## src/rtl/word_capture_pkg.sv

```systemverilog
// Shared types, widths and length/mask helpers for the word capture FIFO.
package word_capture_pkg;

  localparam int unsigned DATA_W  = 32;
  localparam int unsigned WIDTH_W = 5;
  localparam int unsigned LEN_W   = 6;
  localparam int unsigned DROP_W  = 16;
  localparam int unsigned EXT_W   = DATA_W + 1;

  typedef struct packed {
    logic [LEN_W-1:0]  len;
    logic [DATA_W-1:0] data;
  } entry_t;

  // Width selector 0 means a full 32-bit word.
  function automatic logic [LEN_W-1:0] decode_length(input logic [WIDTH_W-1:0] width);
    return (width == '0) ? LEN_W'(DATA_W) : LEN_W'(width);
  endfunction

  // Ones in the low len bits; one extra bit lets len=32 yield all ones.
  function automatic logic [DATA_W-1:0] length_mask(input logic [LEN_W-1:0] len);
    logic [EXT_W-1:0] ext;
    ext = EXT_W'(1) << len;
    return DATA_W'(ext - EXT_W'(1));
  endfunction

endpackage

```

## src/rtl/word_capture_mem.sv

```systemverilog
// Entry storage: synchronous write port, asynchronous read port, no reset.
module word_capture_mem
  import word_capture_pkg::*;
#(
  parameter int unsigned DEPTH  = 8,
  parameter int unsigned ADDR_W = 3
) (
  input  logic              clock,
  input  logic              wr_en,
  input  logic [ADDR_W-1:0] wr_addr,
  input  entry_t            wr_entry,
  input  logic [ADDR_W-1:0] rd_addr,
  output entry_t            rd_entry
);

  entry_t mem [DEPTH];

  always_ff @(posedge clock) begin
    if (wr_en) begin
      mem[wr_addr] <= wr_entry;
    end
  end

  assign rd_entry = mem[rd_addr];

endmodule

```

## src/rtl/word_capture_fifo.sv

```systemverilog
// Captures deserializer words on store_strobe into a first-word-fall-through FIFO.
// Optional WORD_CAPTURE_FIFO_DROP_COUNT_EN adds a saturating dropped-word counter.
module word_capture_fifo
  import word_capture_pkg::*;
#(
  parameter int unsigned DEPTH = 8
) (
  input  logic                     clock,
  input  logic                     reset,
  input  logic [WIDTH_W-1:0]       width,
  input  logic [DATA_W-1:0]        store_bits,
  input  logic                     store_strobe,
  output logic [DATA_W-1:0]        out_data,
  output logic [LEN_W-1:0]         out_width,
  output logic                     out_valid,
  input  logic                     out_ready,
  output logic [$clog2(DEPTH):0]   level,
  output logic                     overflow,
  input  logic                     clear_overflow
`ifdef WORD_CAPTURE_FIFO_DROP_COUNT_EN
  ,
  output logic [DROP_W-1:0]        drop_count
`endif
);

  localparam int unsigned PTR_W = $clog2(DEPTH);
  localparam int unsigned LVL_W = PTR_W + 1;

  logic [LVL_W-1:0] wr_ptr;
  logic [LVL_W-1:0] rd_ptr;
  logic             full;
  logic             pop;
  logic             push;
  logic             drop;
  logic [LEN_W-1:0] store_len;
  entry_t           wr_entry;
  entry_t           rd_entry;

  // Push/pop decisions; a pop frees the slot a same-cycle push needs when full.
  always_comb begin
    full      = (level == LVL_W'(DEPTH));
    out_valid = (wr_ptr != rd_ptr);
    pop       = out_valid & out_ready;
    push      = store_strobe & (~full | pop);
    drop      = store_strobe & full & ~pop;
    store_len = decode_length(width);
    wr_entry.len  = store_len;
    wr_entry.data = store_bits & length_mask(store_len);
  end

  word_capture_mem #(
    .DEPTH  (DEPTH),
    .ADDR_W (PTR_W)
  ) u_mem (
    .clock    (clock),
    .wr_en    (push),
    .wr_addr  (wr_ptr[PTR_W-1:0]),
    .wr_entry (wr_entry),
    .rd_addr  (rd_ptr[PTR_W-1:0]),
    .rd_entry (rd_entry)
  );

  assign out_data  = out_valid ? rd_entry.data : '0;
  assign out_width = out_valid ? rd_entry.len  : '0;

  always_ff @(posedge clock or posedge reset) begin
    if (reset) begin
      wr_ptr   <= '0;
      rd_ptr   <= '0;
      level    <= '0;
      overflow <= 1'b0;
    end else begin
      if (push) begin
        wr_ptr <= wr_ptr + LVL_W'(1);
      end
      if (pop) begin
        rd_ptr <= rd_ptr + LVL_W'(1);
      end
      case ({push, pop})
        2'b10:   level <= level + LVL_W'(1);
        2'b01:   level <= level - LVL_W'(1);
        default: level <= level;
      endcase
      // A drop in the same cycle as a clear keeps the flag set.
      if (drop) begin
        overflow <= 1'b1;
      end else if (clear_overflow) begin
        overflow <= 1'b0;
      end
    end
  end

`ifdef WORD_CAPTURE_FIFO_DROP_COUNT_EN
  // Saturating drop counter; a drop coinciding with a clear restarts at one.
  always_ff @(posedge clock or posedge reset) begin
    if (reset) begin
      drop_count <= '0;
    end else if (drop) begin
      if (clear_overflow) begin
        drop_count <= DROP_W'(1);
      end else if (drop_count != '1) begin
        drop_count <= drop_count + DROP_W'(1);
      end
    end else if (clear_overflow) begin
      drop_count <= '0;
    end
  end
`endif

endmodule

```

## config.mk

```make
export PLATFORM = sky130hd
export DESIGN_NAME = word_capture_fifo
export DESIGN_NICKNAME = d
export VERILOG_FILES = /design/src/rtl/word_capture_pkg.sv /design/src/rtl/word_capture_mem.sv /design/src/rtl/word_capture_fifo.sv
export SDC_FILE = /design/constraint.sdc
export NUM_CORES = 1
export LEC_CHECK = 0
export CORE_AREA = 3 3 154 156
export CTS_CLUSTER_DIAMETER = 80
export DETAILED_ROUTE_END_ITERATION = 10
export DIE_AREA = 0 0 157 159
export PLACE_DENSITY = 0.88
export SKIP_LAST_GASP = 1
export SLEW_MARGIN = 25
export SYNTH_ARGS = -nofsm -noshare
export SYNTH_HDL_FRONTEND = slang
export SYNTH_SLANG_ARGS = --single-unit
export TNS_END_PERCENT = 20
```

## constraint.sdc

```tcl
create_clock -name clock -period 6.4 [get_ports clock]
set_input_delay 0.64 -clock clock [delete_from_list [all_inputs] [get_ports clock]]
set_output_delay 0.64 -clock clock [all_outputs]
set_load 0.02 [all_outputs]
```

### Yosys cells after proc, flatten, opt, wreduce, memory -nomap -nowiden

Memories as Yosys holds them, arrays and structs flattened.
Cells that the tools add are included.

* register bits: 13
* memories kept: 1
* output and inout bits: 44
* memory bits (writable): 304
* input bits: 42
* word-level logic and storage cells: 34

Memory list
* u_mem.mem: depth 8, bits a word 38, rd ports 1, clocked after memory_dff 0, wr ports 1, line word_capture_mem.sv:16 `entry_t mem [DEPTH];`

* shift-type cells: 1
* $add $sub $neg: 5
* bitwise operators: 8
* mux-type cells: 8
* reductions and logical operators: 3
* equality and inequality tests: 4

Operators by type and width (number)
* 32-bit bitwise AND: 1
* 32-bit two-way mux: 1
* 1-bit by 6-bit << shifter with 32-bit output (first input constant): 1
* 32-bit by 1-bit subtractor with 32-bit output (second input constant): 1
* 4-bit by 1-bit adder with 4-bit output (second input constant): 3
* 6-bit two-way mux: 2
* 4-bit case mux with 2 select lines: 1
* 5-bit logical NOT: 1
* 1-bit bitwise AND: 4
* 4-bit == test (second input constant): 1
* 1-bit two-way mux: 4
* 4-bit inequality test: 1
* 2-bit nonzero test: 2
* 4-bit by 1-bit subtractor with 4-bit output (second input constant): 1
* 2-bit by 1-bit == test with 1-bit output (second input constant): 1
* 2-bit == test (second input constant): 1
* 1-bit NOT: 2
* 1-bit OR: 1

### Longest topological paths before layout

Gate-level depths: netlist of run 1.

* word-level depth: 6
* depth in mapped cells: 11
* mapped depth without buffers: 9

### Hierarchy

Synthesis of run 1 repeated with hierarchy kept, for this count alone.

* cell total of the unflattened synthesis: 702
* area, all modules: 13306.5 um2

By module, submodules not included
* word_capture_mem: area an instance 11448.5 um2, seq. area each 9128.8 um2, instances 1, cells an instance 452
* word_capture_fifo: area an instance 1858.0 um2, seq. area each 325.3 um2, instances 1, cells an instance 250

### Worst setup path before layout of run 1

No wires, ideal clock.

* path type: register -> register
* from: register wr_ptr[0]
* to: memory u_mem.mem[5][0] (netlist name), enable pin
* setup time: 542 ps
* buffers on the path: 2
* path slack: 786 ps
* cell stages (with the launch flop): 7
* arrival: 5072 ps
* period minus slack after synthesis: 5614 ps
* cells stage by stage: dfrtp_1 > buf_4 > xor2_1 > o41a_1 > buf_6 > nor2_4 > nor4b_1

* cells in the longest elaborated chain, start to end: 6

Ends and longest elaborated chain
* start: declaration: line word_capture_fifo.sv:29 `logic [LVL_W-1:0] wr_ptr;`
* start signal: assignment: line word_capture_fifo.sv:74 `wr_ptr <= wr_ptr + LVL_W'(1);`
* 4-bit inequality test: line word_capture_fifo.sv:42 `out_valid = (wr_ptr != rd_ptr);`
* 1-bit bitwise AND: line word_capture_fifo.sv:43 `pop = out_valid & out_ready;`
* net pop: line word_capture_fifo.sv:32 `logic pop;`
* 1-bit OR: line word_capture_fifo.sv:44 `push = store_strobe & (~full | pop);`
* 1-bit bitwise AND: line word_capture_fifo.sv:44
* 1-bit two-way mux: line word_capture_mem.sv:19 `if (wr_en) begin`
* 1-bit two-way mux (not written as such): line word_capture_mem.sv:20 `mem[wr_addr] <= wr_entry;`
* end: declaration: line word_capture_mem.sv:16

The timed path passes the listed nets, and every way through them passes these cells.

### Worst setup path after layout of run 1

* from: register rd_ptr[0]
* to: output out_width[2]

* cells in the longest elaborated chain, start to end: 2
* elaborated cells on any way between the ends: 3
* classes of those cells: eq/ne (1); mux (1); memory (1)

Ends and longest elaborated chain
* start: declaration: line word_capture_fifo.sv:30 `logic [LVL_W-1:0] rd_ptr;`
* start signal: assignment: line word_capture_fifo.sv:77 `rd_ptr <= rd_ptr + LVL_W'(1);`
* memory read 8 x 38 bit / 4-bit inequality test (equally long branches)
* 6-bit two-way mux *: line word_capture_fifo.sv:64 `assign out_width = out_valid ? rd_entry.len : '0;`
* end: declaration: line word_capture_fifo.sv:14 `output logic [LEN_W-1:0] out_width,`

Mark *: on every way between the ends. The rest lies on a longest branch, timed or not.

==> results.md, run 1 <==
- Result of the run: complete, no violations
- Net switching power figure: 0.00236 W
- DRC: 0
- Worst Path Required: 5.76 ns
- Wire length per cell: 26.3 um
- Syn Area/Cell: 18.7 um^2
- Power share of the sequential group: 39.5%
- Async set or reset register ratio after synthesis: 4.10%
- Number of global-route vias before repair: 7430
- Worst VDD drop: about 0.34 mV
- Arrival @ worst endpoint: 3.57 ns
- Detailed placer's ending HPWL: 16200 um
- Starting DRC count in detailed routing: ~910
- Count of cell types in the netlist: 55
- RSZ-0062 raised after global routing: false
- Clock input transition at the sequential cells of the worst setup and hold paths: 0.06 ns
- Total GRT Usage: 23.3%
- Cells traversed along the worst timing path: buf_4 > mux4_2 > mux2i_1 > nor2_1 > clkdlybuf4s50_1
- Initial cell density of the core: 58.4%
- Nature of the critical path startpoint: flop
- Count of yosys warnings during synthesis: 0
- Cell taking the most area after synthesis: sky130_fd_sc_hd__edfxtp_1
- Layout Area Growth over Synthesis: 16.3%
- Detail Route Antenna Nets: 0
- DRT Pass-1 Iters: 6
- Overall power consumption: around 0.0073 W
- Crit-path max FO: 40
- Core Rows: 55
- Per-cell via count in the routed design: 6.43
- Cell count after synthesis: 703
- Number of fill cells: 1355
- Final Critical Period: 4.21 ns
- Number of maximum-capacitance violations: 0
- Worst max-slew margin expressed relative to the limit: 34.6%
- Number of synthesized flops with an enable pin: approximately 300
- Buffer and inverter count on the worst path: 2
- Clock root buffer master: sky130_fd_sc_hd__clkbuf_16
- Count leader, synth: sky130_fd_sc_hd__edfxtp_1
- Total instance count after detailed placement: 1038
- First-pass GRT wire length: roughly 44000 um
- List of most frequent post-synthesis cells: sky130_fd_sc_hd__edfxtp_1 (304), sky130_fd_sc_hd__mux4_2 (76), sky130_fd_sc_hd__nor2_1 (50), sky130_fd_sc_hd__mux2i_1 (39), sky130_fd_sc_hd__clkbuf_1 (29)
- Final estimated routing congestion in global placement: between 0.8 and 0.9
- CTS H-tree depth: 1
- Worst-Skew Late Latency: 0.57 ns
- Post-CTS setup buffer count: 0
- Cell class contributing the biggest share of worst-path delay: buffers and inverters
- Comb pwr share: 36.3%
- Pwr dens: 475 nW/um^2
- Clock buffer count from CTS: 31
- Clock sinks: 317
- Setup-violating endpoint count in the final report: 0
- Final global-route overflow total: 0
- Hold violation count in the final report: 0
- Highest cell delay on the worst timing path: 0.94 ns
- Type of the setup path with the least slack: reg2out
- Multi-input logic area: approximately 3500 um^2
- Net count, final: 836
- Proportion of netlist area held by the largest area contributor: 69.4%
- Leakage dissipation: ~5.1 nW
- Hold Path Class: in2async
- Cell-internal power: just under 0.005 W
- Max Transition Viols Final: 0
- Synth Net Count: 753
- Number of buffers inserted by port buffering: 85
- Horizontal extent of the die: 157 um
- Fin crit share: 65.8%
- Setup crit end kind: output port
- Worst-path cell with the longest stage delay: sky130_fd_sc_hd__dfrtp_4
- Peak Freq: approximately 240 MHz
- Fraction of layout cells with a size suffix above 1: 18.9%
- Overall die height: around 160 um
- Syn Std Cell Area: 13100 um^2
- Clock Skew: between 0.02 and 0.025 ns
- Final antenna diode count: 0
- Measured slew at the worst slew-check pin: about 1 ns
- Overall via count from detail_route: 7039
- Count of state elements after synthesis: 317
- I/O Pins: 86
- Summed negative setup slack over all endpoints: 0 ns
- Cell types with the largest area share after synthesis: sky130_fd_sc_hd__edfxtp_1 (69%), sky130_fd_sc_hd__mux4_2 (13%), sky130_fd_sc_hd__mux2i_1 (3.0%)
- Largest net degree at the start of global routing: 45
- Wirelength, routed: 28800 um
- Register Area: 9460 um^2
- Die Footprint: 25000 um^2
- TritonCTS clock tree: yes
- Number of standard cells in the final layout excluding fillers: 1095
- Total of cells resized after clock tree synthesis: 0
- Clock Tree Buf Depth: 3
- Main flop type after synthesis: sky130_fd_sc_hd__edfxtp_1
- Switching fraction of total power: 32.5%
- Total of hold buffers inserted after clock tree synthesis: 0
- Sequential fraction of the synthesis area: 71.9%
- Core region area: 22500 um^2
- Clock share of power: 24.2%
- Initial antenna violation count: 0
==> cells by family (layout without fill, tap and decap cells) <==
family	Yosys count	in the layout	synth area share, %
simple gates	117	117	4.44
fa+ha+maj	8	8	0.818
buf+inv	63	170	2.13
mux	117	117	16.2
other cells	1	1	0.0285
compound gates	66	66	3.55
flops	317	317	71.9
xor+xnor	14	14	0.933
==> final cells by class <==
cell class / instances / area share, %
clock buffer: 44 / 5.46
sequential: 317 / 61.9
clock inverter: 13 / 0.990
inverter: 11 / 0.270
multi-input combinational: 323 / 22.7
tap: 285 / 2.33
timing repair buffer: 102 / 6.40
==> stage by stage <==
step,utilization (%),hold slack (ns),setup slack [ns],instance area [um^2]
finish,68.0,0.420,2.19,15300
global route,68.0,0.455,1.95,15300
CTS,67.9,0.428,2.10,15300
detailed placement,63.5,0.496,1.88,14300
global placement,63.5,0.476,2.15,14300
floorplan,-,0.461,0.786,13100
==> path summary, 6_finish.rpt <==
kind | start | end | slack [ns] | depth (start not counted)
setup / recovery | rd_ptr[0] | out_width[2] | 2.19 | 5
hold / removal | reset | overflow | 0.42 | 2
setup reg to reg | rd_ptr[0] | level[3] | 2.66 | 9
hold reg to reg | rd_ptr[3] | rd_ptr[3] | 0.50 | 1
max in group asynchronous | reset | rd_ptr[1] | 5.60 | 2
min in group clock | rd_ptr[3] | rd_ptr[3] | 0.50 | 1
==> registers in the layout, summed over array words and instances (netlist names) <==
signal / cells
level: 4
u_mem.mem: 304
rd_ptr: 4
wr_ptr: 4
overflow: 1
==> layout by cell type (no fill, tap or decap), types with 7 or more instances in the layout <==
master	instances
sky130_fd_sc_hd__mux2i_1	39
sky130_fd_sc_hd__edfxtp_1	304
sky130_fd_sc_hd__nor2_1	49
sky130_fd_sc_hd__clkdlybuf4s50_1	85
sky130_fd_sc_hd__xor2_1	9
sky130_fd_sc_hd__clkbuf_1	12
sky130_fd_sc_hd__o21a_1	7
sky130_fd_sc_hd__nand2_1	17
sky130_fd_sc_hd__mux4_2	76
sky130_fd_sc_hd__and2_1	8
sky130_fd_sc_hd__inv_1	11
sky130_fd_sc_hd__buf_4	17
sky130_fd_sc_hd__o21ai_0	16
sky130_fd_sc_hd__clkbuf_16	31
sky130_fd_sc_hd__dfrtp_1	10
sky130_fd_sc_hd__a21boi_0	13
sky130_fd_sc_hd__ha_1	7
==> per-layer routing <==
layer	wire length, um	vias up	share of wire, %	GRT usage [%]
met5	0	-	0	0
li1	-	2973	-	-
met4	983	0	3.4	8.91
met1	11000	3631	38	31.2
met3	2150	70	7.5	4.73
met2	14600	365	51	38.2
==> power by group through the flow <==
| stage | Sequential (W) | Clock (W) | Combinational [W] |
|---|---|---|---|
| 2_1_floorplan | 0.00275 | 0 | 0.00177 |
| 3_3_place_gp | 0.00287 | 0 | 0.00258 |
| 3_5_place_dp | 0.00291 | 0 | 0.00263 |
| 4_1_cts | 0.00287 | 0.00178 | 0.00267 |
| 5_1_grt | 0.00291 | 0.00186 | 0.00280 |
| 6_report | 0.00287 | 0.00176 | 0.00263 |
(Power assumes the default switching activity.)
==> run 2, diff against run 1 <==
--- a/config.mk
+++ b/config.mk
@@ -5,11 +5,11 @@
 export SDC_FILE = /design/constraint.sdc
 export NUM_CORES = 1
 export LEC_CHECK = 0
-export CORE_AREA = 3 3 154 156
+export CORE_AREA = 3 3 162 164
 export CTS_CLUSTER_DIAMETER = 80
 export DETAILED_ROUTE_END_ITERATION = 10
-export DIE_AREA = 0 0 157 159
-export PLACE_DENSITY = 0.88
+export DIE_AREA = 0 0 165 167
+export PLACE_DENSITY = 0.85
 export SKIP_LAST_GASP = 1
 export SLEW_MARGIN = 25
 export SYNTH_ARGS = -nofsm -noshare
==> constraint.sdc (replaced) <==
create_clock -name clock -period 3.6 [get_ports clock]
set_input_delay 0.36 -clock clock [delete_from_list [all_inputs] [get_ports clock]]
set_output_delay 0.36 -clock clock [all_outputs]
set_load 0.02 [all_outputs]
==> run 2 against run 1 <==
  * Sequential cell count unchanged
  * Worst hold slack got worse by 0.27 ns
  * Via count decreased by 1.2%
  * Combinational power increased by 89%
  * Wire length decreased by 3.5%
  * Critical endpoint is now out_width[4]
==> results.md, run 2 (same netlist as run 1, synthesis figures left out) <==
- Fin crit share: 93.7%
- Fraction of layout cells with a size suffix above 1: 20.1%
- Wirelength, routed: 27800 um
- Start point of the critical path: rd_ptr[0]
- Final Critical Period: between 3 and 4 ns
- Total of cells resized after clock tree synthesis: 0
- Number of buffers inserted by port buffering: 85
- Register containing the most flip-flops in the final layout: u_mem.mem
- Worst-path cell with the longest stage delay: sky130_fd_sc_hd__mux4_2
- Detailed placer's ending HPWL: 16100 um
- Initial antenna violation count: 0
- Total of hold buffers inserted after clock tree synthesis: 0
- Setup-violating endpoint count in the final report: 0
- Hold Path Class: in2async
- Most common cell after layout, fill and taps aside: sky130_fd_sc_hd__edfxtp_1
- Core region area: 25000 um^2
- Largest net degree at the start of global routing: 80
- Max Transition Viols Final: 0
- Clock Tree Buf Depth: 3
- Worst max-slew margin expressed relative to the limit: around a third
- Buffer and inverter count on the worst path: 2
- Die Footprint: 27600 um^2
- Commonest cells after routing, fill and taps aside: sky130_fd_sc_hd__edfxtp_1 (304), sky130_fd_sc_hd__clkdlybuf4s50_1 (85), sky130_fd_sc_hd__mux4_2 (76)
- Pwr dens: between 800 and 900 nW/um^2
- Clock buffer count from CTS: 31
- Summed negative setup slack over all endpoints: 0 ns
- Crit-path max FO: 79
- Result of the run: complete, no violations
- Switching fraction of total power: between 30% and 40%
- Net switching power figure: 0.00413 W
- Horizontal extent of the die: approximately 170 um
- Flip-flop count of the largest register, all copies and words added: between 300 and 400
- Post-CTS setup buffer count: 0
- Power share of the sequential group: 38.2%
- Comb pwr share: 39.2%
- Number of global-route vias before repair: 7207
- Final antenna diode count: 0
- Cells traversed along the worst timing path: buf_12 > mux4_2 > mux2i_1 > nor2_1 > clkdlybuf4s50_1
- Net count, final: between 800 and 900
- First-pass GRT wire length: 42700 um
- TritonCTS clock tree: yes
- Cell class contributing the biggest share of worst-path delay: buffers and inverters
- Worst Path Required: between 3 and 4 ns
- Total instance count after detailed placement: 1097
- Type of the setup path with the least slack: reg2out
- Worst-Skew Late Latency: 0.56 ns
- Number of maximum-capacitance violations: 0
- Layout Area Growth over Synthesis: 17.2%
- Total GRT Usage: 20.4%
- Final estimated routing congestion in global placement: a little over 0.8
- Cell-internal power: ~0.0085 W
- DRT Pass-1 Iters: 5
- CTS H-tree depth: 1
- Measured slew at the worst slew-check pin: 0.979 ns
- Highest cell delay on the worst timing path: 0.58 ns
- Worst VDD drop: 0.604 mV
- Clock sinks: 317
- Clock input transition at the sequential cells of the worst setup and hold paths: 0.06 ns
- Nature of the critical path startpoint: flop
- RSZ-0062 raised after global routing: false
- Wire length per cell: 24.1 um
- Setup crit end kind: output port
- DRC: 0
- Overall power consumption: 0.0126 W
- Number of standard cells in the final layout excluding fillers: 1152
- Overall die height: around 170 um
- Arrival @ worst endpoint: ~3.0 ns
- Clock root buffer master: sky130_fd_sc_hd__clkbuf_16
- Initial cell density of the core: 52.5%
- Clock Skew: around 0.022 ns
- Final global-route overflow total: 0
- Per-cell via count in the routed design: 6.03
- Core Rows: 58
- Leakage dissipation: 5.18 nW
- Overall via count from detail_route: roughly 7k
- Starting DRC count in detailed routing: about 660
- Worst reg2reg path startpoint: rd_ptr[0]
- Clock share of power: 22.6%
- Detail Route Antenna Nets: 0
- Peak Freq: 297 MHz
- Hold violation count in the final report: 0
- I/O Pins: 86
[run 2: final timing paths]
check / end / slack, ns / cells past startpoint
min in group clock: overflow / 0.43 / 3
setup reg to reg: level[3] / 0.54 / 9
setup / recovery: out_width[4] / 0.23 / 5
hold reg to reg: rd_ptr[3] / 0.49 / 1
hold / removal: rd_ptr[3] / 0.15 / 2
max in group asynchronous: rd_ptr[0] / 3.06 / 2
[run 2: area by class of cell]
class | instances | area [um^2]
clock inverter | 14 | 71.3
tap | 330 | 413
timing repair buffer | 116 | 1120
inverter | 11 | 41.3
multi-input combinational | 323 | 3490
fill | 1741 | 9620
sequential | 317 | 9460
clock buffer | 41 | 813
[run 2: worst reg2reg max path, stage by stage (launching register included)]
cell and delay, ns:
sky130_fd_sc_hd__dfrtp_4 0.49, sky130_fd_sc_hd__xor2_1 0.17, sky130_fd_sc_hd__o41a_1 0.56, sky130_fd_sc_hd__o21ai_4 0.23, sky130_fd_sc_hd__ha_1 0.28, sky130_fd_sc_hd__ha_1 0.26, sky130_fd_sc_hd__a21o_1 0.21, sky130_fd_sc_hd__a2111oi_0 0.49
sky130_fd_sc_hd__nand4b_1 0.18, sky130_fd_sc_hd__nand3_1 0.07
[run 2: through the flow]
stage	area, um^2	worst slack (ns)	hold slack (ns)	utilization, %
after detailed placement	14500	0.353	0.482	58.0
final	15400	0.229	0.149	61.6
after global routing	15400	0.0811	0.179	61.6
after floorplan	13200	-0.799	0.237	-
after CTS	15400	0.148	0.145	61.6
after global placement	14500	0.482	0.477	58.0
[run 2: power groups by stage]
stage	clock (W)	sequential [W]	combinational, W
floorplan	0	0.00488	0.00316
global placement	0	0.00486	0.00498
detailed placement	0	0.00490	0.00503
CTS	0.00289	0.00483	0.00506
global route	0.00305	0.00487	0.00534
finish	0.00286	0.00483	0.00496
[run 2: metal layers]
metal | GRT usage (%) | up-vias | routed length (um)
met5 | 0 | - | 0
met4 | 5.25 | 0 | 686
met3 | 3.18 | 56 | 1850
met2 | 33.3 | 283 | 13800
met1 | 29.3 | 3608 | 11500
li1 | - | 3005 | -
